## config.mk

```make
export PLATFORM = sky130hd
export DESIGN_NAME = writeback_arbiter
export DESIGN_NICKNAME = d
export VERILOG_FILES = /design/src/rtl/writeback_arbiter.sv
export SDC_FILE = /design/constraint.sdc
export NUM_CORES = 1
export LEC_CHECK = 0
export CAP_MARGIN = 20
export CORE_MARGIN = 2
export CORE_UTILIZATION = 23
export CTS_BUF_LIST = sky130_fd_sc_hd__clkbuf_4 sky130_fd_sc_hd__clkbuf_8
export DETAILED_ROUTE_END_ITERATION = 6
export SLEW_MARGIN = 20
export SYNTH_ARGS = -nofsm -noshare
export SYNTH_HDL_FRONTEND = slang
export SYNTH_SLANG_ARGS = --single-unit
```

## constraint.sdc

```tcl
create_clock -name clk -period 5 [get_ports clk]
set_input_delay 1 -clock clk [delete_from_list [all_inputs] [get_ports clk]]
set_output_delay 1 -clock clk [all_outputs]
set_load 0.05 [all_outputs]
```

## src/rtl/writeback_arbiter.sv

```systemverilog
// Write-back arbiter: merges ALU and load results onto the register-file write port.
// Define WB_RR_ARB_EN for round-robin arbitration; the default is fixed mem-over-alu priority.
module writeback_arbiter #(
  parameter int ADDR_W = 5,
  parameter int XLEN   = 32
) (
  input  logic              clk,
  input  logic              reset,
  input  logic              alu_valid,
  output logic              alu_ready,
  input  logic [ADDR_W-1:0] alu_rd,
  input  logic [XLEN-1:0]   alu_data,
  input  logic              mem_valid,
  output logic              mem_ready,
  input  logic [ADDR_W-1:0] mem_rd,
  input  logic [XLEN-1:0]   mem_data,
  output logic              we3,
  output logic [ADDR_W-1:0] wa3,
  output logic [XLEN-1:0]   wd3,
  input  logic [ADDR_W-1:0] chk_ra1,
  input  logic [ADDR_W-1:0] chk_ra2,
  output logic              chk_hit1,
  output logic              chk_hit2,
  output logic              busy
);

  logic              alu_full, mem_full;
  logic [ADDR_W-1:0] alu_buf_rd, mem_buf_rd;
  logic [XLEN-1:0]   alu_buf_data, mem_buf_data;

  logic alu_elig, mem_elig;
  logic grant_alu, grant_mem;
  logic alu_drain, mem_drain;

  assign alu_elig = alu_full && (alu_buf_rd != '0);
  assign mem_elig = mem_full && (mem_buf_rd != '0);

`ifdef WB_RR_ARB_EN
  // last_alu = 1 means the alu was granted last, so mem wins the next tie
  logic last_alu;

  always_comb begin
    grant_mem = mem_elig && (!alu_elig || last_alu);
    grant_alu = alu_elig && (!mem_elig || !last_alu);
  end

  always_ff @(posedge clk) begin
    if (reset) begin
      last_alu <= 1'b1;
    end else if (grant_alu) begin
      last_alu <= 1'b1;
    end else if (grant_mem) begin
      last_alu <= 1'b0;
    end
  end
`else
  always_comb begin
    grant_mem = mem_elig;
    grant_alu = alu_elig && !mem_elig;
  end
`endif

  // x0 entries leave the buffer without taking a write slot
  assign alu_drain = grant_alu || (alu_full && (alu_buf_rd == '0));
  assign mem_drain = grant_mem || (mem_full && (mem_buf_rd == '0));

  assign alu_ready = !alu_full || alu_drain;
  assign mem_ready = !mem_full || mem_drain;

  always_ff @(posedge clk) begin
    if (reset) begin
      alu_full     <= 1'b0;
      alu_buf_rd   <= '0;
      alu_buf_data <= '0;
    end else if (alu_valid && alu_ready) begin
      alu_full     <= 1'b1;
      alu_buf_rd   <= alu_rd;
      alu_buf_data <= alu_data;
    end else if (alu_drain) begin
      alu_full     <= 1'b0;
    end
  end

  always_ff @(posedge clk) begin
    if (reset) begin
      mem_full     <= 1'b0;
      mem_buf_rd   <= '0;
      mem_buf_data <= '0;
    end else if (mem_valid && mem_ready) begin
      mem_full     <= 1'b1;
      mem_buf_rd   <= mem_rd;
      mem_buf_data <= mem_data;
    end else if (mem_drain) begin
      mem_full     <= 1'b0;
    end
  end

  always_ff @(posedge clk) begin
    if (reset) begin
      we3 <= 1'b0;
      wa3 <= '0;
      wd3 <= '0;
    end else if (grant_mem) begin
      we3 <= 1'b1;
      wa3 <= mem_buf_rd;
      wd3 <= mem_buf_data;
    end else if (grant_alu) begin
      we3 <= 1'b1;
      wa3 <= alu_buf_rd;
      wd3 <= alu_buf_data;
    end else begin
      we3 <= 1'b0;
    end
  end

  assign chk_hit1 = (chk_ra1 != '0) &&
                    ((alu_full && (alu_buf_rd == chk_ra1)) ||
                     (mem_full && (mem_buf_rd == chk_ra1)) ||
                     (we3 && (wa3 == chk_ra1)));
  assign chk_hit2 = (chk_ra2 != '0) &&
                    ((alu_full && (alu_buf_rd == chk_ra2)) ||
                     (mem_full && (mem_buf_rd == chk_ra2)) ||
                     (we3 && (wa3 == chk_ra2)));

  assign busy = alu_full || mem_full || we3;

endmodule
```

==> results of run 1 <==
==> cell usage in the layout, fill, tap and decap left out <==
cell type / instances
a211oi_1: 32
a21oi_1: 41
a221oi_1: 5
a31oi_1: 2
and3_1: 2
buf_2: 1
buf_4: 6
bufinv_16: 3
clkbuf_4: 3
clkbuf_8: 19
clkdlybuf4s50_1: 127
clkinv_2: 4
clkinvlp_4: 3
conb_1: 1
dfxtp_1: 114
inv_1: 1
mux2i_1: 69
nand2_1: 74
nand3_1: 2
nor2_1: 76
nor2b_1: 1
nor3_1: 5
nor4_1: 6
o21a_1: 1
o21a_2: 1
o21ai_4: 3
or2_2: 1
or3_1: 1
or4_1: 3
or4_4: 1
xnor2_1: 6
xor2_1: 24
==> logic make-up (layout without fill, tap and decap cells) <==
logic type | Yosys count | after routing
xor gates and xnor gates | 30 | 30
AOI/OAI and AO/OA | 85 | 85
and+or+nand+nor | 172 | 172
DFF | 114 | 114
other | 1 | 1
buffers and inverters | 40 | 167
muxes | 69 | 69
==> per-layer routing <==
metal / wire, µm / global-route usage (%) / part of all wire (%) / vias up
met5: 0 / 0 / 0 / -
met4: 123 / 3.59 / 0.94 / 0
met3: 866 / 4.41 / 6.6 / 12
met2: 5710 / 18.3 / 43 / 112
met1: 6440 / 17.0 / 49 / 1847
li1: - / - / - / 1972
==> worst min-delay path, cell delays in order, from the launching register on <==
cell	delay, ns
dfxtp_1	0.31
nand2_1	0.05
a21oi_1	0.05
==> area by class of cell <==
| class | count | area (µm²) | share of cell area, % |
|---|---|---|---|
| Multi-Input combinational cell | 357 | 2220 | 33.8 |
| Sequential cell | 114 | 2280 | 34.7 |
| Inverter | 1 | 3.75 | 0.0570 |
| Clock buffer | 22 | 284 | 4.31 |
| Clock inverter | 10 | 133 | 2.01 |
| Timing Repair Buffer | 134 | 1320 | 20.1 |
| Tap cell | 270 | 338 | 5.13 |
==> flip-flops by register name (all words and copies together) (netlist names) <==
| signal | flops |
|---|---|
| alu_buf_data | 32 |
| mem_buf_data | 32 |
| wd3 | 32 |
| alu_buf_rd | 5 |
| mem_buf_rd | 5 |
| wa3 | 5 |
| alu_full | 1 |
| mem_full | 1 |
| we3 | 1 |
==> per-stage QoR <==
| stage | std cells | setup slack, ns | power (µW) |
|---|---|---|---|
| 2_1_floorplan | 511 | 1.61 | 1280 |
| 3_3_place_gp | 876 | 0.853 | 1450 |
| 3_5_place_dp | 876 | 0.806 | 1450 |
| 4_1_cts | 908 | 0.796 | 2390 |
| 5_1_grt | 908 | 0.739 | 2460 |
| 6_report | 908 | 0.770 | 2340 |
==> power by group through the flow <==
stage          logic [µW]  registers, µW  clock network [µW]
2_1_floorplan         174           1110                   0
3_3_place_gp          414           1040                   0
3_5_place_dp          417           1030                   0
4_1_cts               419           1020                 951
5_1_grt               446           1020                 987
6_report              412           1010                 915
==> final timing paths <==
path | slack, ns | cells past startpoint | end
worst min register to register | 0.45 | 2 | alu_buf_data[15]$_SDFFE_PP0P_
worst min-delay path | 0.45 | 2 | alu_buf_data[15]$_SDFFE_PP0P_
worst max-delay path | 0.77 | 7 | chk_hit2
worst max register to register | 1.97 | 6 | alu_buf_data[24]$_SDFFE_PP0P_
==> metrics.md, run 1 <==
| Metric | Value |
|---|---|
| Outcome | completed |
| Max Fclk | about 0.24 GHz |
| Sequential share of power | a little over two fifths |
| Vias per cell | ~4.3 |
| Synth area leaders | dfxtp_1, mux2i_1, nor2_1 |
| Die Y | roughly 150 µm |
| DIE WIDTH | ~150 µm |
| CTS Sinks | approximately 110 |
| Comb power frac | 17.6% |
| Final period util | approximately 85% |
| Die area | about 22000 µm² |
| Placed instance area | around 6200 µm² |
| Mean area per synthesized cell | about 9.2 µm² |
| Critical path class | input port to primary output |
| Antenna cells | 0 |
| Max_cap viols | 0 |
| Design Area, Final | 6590 µm² |
| Synth Warn # | 0 |
| CTS resizes | 0 |
| Hold Path Origin | alu_buf_data[15]$_SDFFE_PP0P_ |
| Worst hold path class | flop to flop |
| CP required | ~4 ns |
| Post-CTS Hold Buffers | 0 |
| Clock Pin Slew Worst Setup and Hold Paths | approximately 0.070 ns |
| Switching power | 659 µW |
| Worst Path Buf+Inv | 2 |
| Clock root buffer | clkbuf_8 |
| CP top delay family | buffers and inverters |
| Net Sw Frac | ~28% |
| Grt total ovfl | 0 |
| Register bit total from synthesis | between 100 and 150 |
| Synth async-reset ratio | 0% |
| Vias in the first global route | a little under 4000 |
| Data arrival, critical path | about 3.2 ns |
| Most common cell in the synthesized netlist | dfxtp_1 |
| RSZ-0062 raised after global routing | false |
| Ratio of cells with drive above 1 in the final layout | around 7% |
| Synth-to-layout area growth | 40.3% |
| WL/cell | between 10 and 15 µm |
| Worst skew pair latency | between 0.4 and 0.5 ns |
| Ports | 131 |
| Final hold vios | 0 |
| Hold_ws | between 0.4 and 0.5 ns |
| Mux cell area share after synthesis | between 10 and 15% |
| Synth Flop Type | dfxtp_1 |
| Peak VDD IR | between 100 and 150 µV |
| Setup violations, final | 0 |
| Worst setup startpoint | chk_ra2[1] |
| Synth top area share | 48.6% |
| Skew final | ~0.012 ns |
| Port-buffer cells | 129 |
| CORE AREA | approximately 20000 µm² |
| Dominant cell type by area after synthesis | dfxtp_1 |
| Initial antenna violation count | 0 |
| Worst-path cell chain | clkdlybuf4s50_1 > xor2_1 > nor4_1 > and3_1 > a31oi_1 > a21oi_1 > clkdlybuf4s50_1 |
| Crit path max fanout | 4 |
| Post-synth top cells | dfxtp_1, nor2_1, nand2_1, mux2i_1, a21oi_1 |
| CP most frequent cell | clkdlybuf4s50_1 |
| DRT iter0 DRCs | 146 |
| Largest family of logic cells by synthesized area | simple AND/OR/NAND/NOR gates |
| Worst r2r src | mem_buf_rd[1]$_SDFFE_PP0P_ |
| CTS tree | done |
| Crit path launch type | input port |
| Postcts setup bufs | 0 |
| H-tree levels | 4 |
| Yosys cell types | 30 |
| Synth Area in Adders | 0% |
| Synth Area in XOR/XNOR | 5.60% |
| Final core occ | 32.8% |
| Tmin final | 4.23 ns |
| Crit path largest cell delay | approximately 0.82 ns |
| Initial DRT Pass Iterations | 4 |
| # rows | 52 |
| Post-route ant nets | 0 |
| Final HPWL DP | ~8.2 mm |
| Syn Nets | 599 |
| Global-route wire length before repair | ~21 mm |
| Post-Synth Simple-Gate Area | ~15% |
| GR Util All Layers | 12.4% |
| Number of enable flip-flop cells after synthesis | 0 |
| Synth Area in Compound Gates | a little under an eighth |
| Pin count of the biggest net entering global routing | 73 |
| Internal | ~1700 µW |
| CP Capture Type | primary output |
| Rel. slew slack | between 40% and 50% |
| Total number of vias | 3943 |
| CTS max path bufs | 2 |
| Routed wire length | between 10 and 15 mm |
| Clock Power Share | between 30% and 40% |
| Critical path's slowest cell | clkdlybuf4s50_1 |
| Sequential element share of the synthesized area | 48.6% |
| Leakage | 0.00276 µW |
| Worst-Margin Slew | 0.852 ns |
| Number of buffers created by CTS | 17 |
| Pwr/cell area | 356 nW/µm² |
| Slew Limit Fails | 0 |
| DRC viols | 0 |
| Mapped Area | roughly 4700 µm² |
| Mapped Cells | 511 |
| FILL cells | 2101 |
| Nets@finish | 713 |
| Starting Density | between 20% and 30% |
| Routability cong. | approximately 0.8 |
| Final setup TNS | 0 ns |
Power figures use the tool's default switching activity.
==> run 2: changes to the inputs <==
==> constraint.sdc (replaced) <==
create_clock -name clk -period 3.71 [get_ports clk]
set_input_delay 0.742 -clock clk [delete_from_list [all_inputs] [get_ports clk]]
set_output_delay 0.742 -clock clk [all_outputs]
set_load 0.05 [all_outputs]
==> metrics.md, run 2 (synthesized netlist as in run 1, its figures left out) <==
| Metric | Value |
|---|---|
| Outcome | completed |
| Ports | 131 (unchanged) |
| Post-route ant nets | 0 (unchanged) |
| Die area | 21600 µm² (unchanged) |
| Setup violations, final | 0 (unchanged) |
| WL/cell | 14.2 µm (-2.0%) |
| Antenna cells | 0 (unchanged) |
| Grt total ovfl | 0 (unchanged) |
| Post-CTS Hold Buffers | 0 (unchanged) |
| Port-buffer cells | 129 (unchanged) |
| DRC viols | 0 (unchanged) |
| Most common cell after layout, fill and taps aside | clkdlybuf4s50_1 |
| Postcts setup bufs | 0 (unchanged) |
| CP Capture Type | primary output |
| FILL cells | 2056 (-2.1%) |
| Data arrival, critical path | 2.34 ns (-0.89 ns) |
| Number of buffers created by CTS | 17 (unchanged) |
| Starting Density | 23.3% (unchanged) |
| Nets@finish | 716 (+0.42%) |
| Peak VDD IR | 230 µV (+75%) |
| Vias per cell | 4.32 (-0.63%) |
| CORE AREA | 20100 µm² (unchanged) |
| Clock Pin Slew Worst Setup and Hold Paths | 0.07 ns (about the same) |
| H-tree levels | 4 (unchanged) |
| Critical path class | input port to primary output |
| Initial DRT Pass Iterations | 4 (unchanged) |
| # rows | 52 (unchanged) |
| GR Util All Layers | 12.1% (-0.28 points) |
| Final HPWL DP | 8.31 mm (+1.8%) |
| CTS tree | done |
| CTS Sinks | 114 (unchanged) |
| Initial antenna violation count | 0 (unchanged) |
| Max_cap viols | 0 (unchanged) |
| Vias in the first global route | 3844 (-0.026%) |
| Die Y | 147 µm (unchanged) |
| Pwr/cell area | 488 nW/µm² (+37%) |
| Global-route wire length before repair | 20.5 mm (-2.6%) |
| Skew final | 0.00752 ns (-0.00410 ns) |
| Tmin final | just over 3 ns |
| Rel. slew slack | 45.9% (+2.7 points) |
| Ratio of cells with drive above 1 in the final layout | 7.96% (+0.90 points) |
| Max Fclk | between 0.3 and 0.4 GHz |
| Leakage | 0.00281 µW (+1.7%) |
| Worst-Margin Slew | 0.812 ns (-0.0399 ns) |
| Clock root buffer | clkbuf_8 |
| DRT iter0 DRCs | 189 (+29%) |
| Commonest cells after routing, fill and taps aside | clkdlybuf4s50_1, dfxtp_1, nor2_1 |
| Hold_ws | 0.454 ns (+0.000107 ns) |
| Final setup TNS | 0 ns (unchanged) |
| Final hold vios | 0 (unchanged) |
| Final period util | 83.1% |
| Crit path launch type | input port |
| CP required | 2.97 ns (-1.03 ns) |
| Routability cong. | 0.781 (-1.9%) |
| Largest regs | alu_buf_data: 32 flops, mem_buf_data: 32 flops, wd3: 32 flops |
| CTS max path bufs | 2 (unchanged) |
| Pin count of the biggest net entering global routing | 74 (+1.4%) |
| Worst hold path class | flop to flop |
| Worst skew pair latency | 0.42 ns (about the same) |
| DIE WIDTH | 147 µm (unchanged) |
| Synth-to-layout area growth | 41.7% |
| RSZ-0062 raised after global routing | false |
| Slew Limit Fails | 0 (unchanged) |
| Routed wire length | 12.9 mm (-1.6%) |
| Crit path max fanout | 4 (unchanged) |
| Total number of vias | 3931 (-0.30%) |
| CTS resizes | 0 (unchanged) |
run 2: cell count changes in the layout (fill, tap and decap cells not counted), moves of 2 or more:
cell	before	now
buf_4	6	11
clkdlybuf4s50_1	127	124
clkbuf_8	19	21
clkinvlp_4	3	1
run 2: metrics by stage:
stage	setup WS (ns)	instances	utilization [%]	total power [µW]	instance area (µm²)
floorplan	0.832	511	-	1730	4690
global placement	0.675	879	30.8	1960	6200
detailed placement	0.642	879	30.8	1960	6200
CTS	0.632	911	33.1	3300	6650
global route	0.561	911	33.1	3410	6650
finish	0.625	911	33.1	3250	6650
run 2: critical path: stages:
cell and delay [ns]:
clkdlybuf4s50_1 0.51, xor2_1 0.19, nor4_1 0.30, and3_1 0.19, a31oi_1 0.04, a21oi_1 0.16, buf_4 0.21
run 2: area by class of cell:
cell class | instances | area [µm²] | share of cell area (%)
sequential | 114 | 2280 | 34.3
multi-input combinational | 357 | 2220 | 33.4
timing repair buffer | 137 | 1350 | 20.3
tap | 270 | 338 | 5.08
clock buffer | 23 | 304 | 4.57
clock inverter | 9 | 151 | 2.28
inverter | 1 | 3.75 | 0.0564
run 2: worst paths after layout:
path                                  from                       endpoint  slack (ns)  cells past startpoint
min          alu_buf_data[31]$_SDFFE_PP0P_  alu_buf_data[31]$_SDFFE_PP0P_        0.45                      2
min reg2reg  alu_buf_data[31]$_SDFFE_PP0P_  alu_buf_data[31]$_SDFFE_PP0P_        0.45                      2
max reg2reg     mem_buf_rd[1]$_SDFFE_PP0P_           wd3[11]$_SDFFE_PP0P_        1.33                      5
max                             chk_ra1[1]                       chk_hit1        0.63                      7
run 2: power by group:
part           switching, µW  total [µW]  internal, µW
clock network            505        1320           818
logic                    311         558           247
registers               61.1        1370          1310
total                    878        3250          2370
run 2: layer usage:
layer,track usage [%],share of wire (%),vias up
met2,18.6,45,96
li1,-,-,1986
met3,4.69,6.3,7
met5,0,0,-
met4,3.35,0.81,0
met1,15.9,48,1842
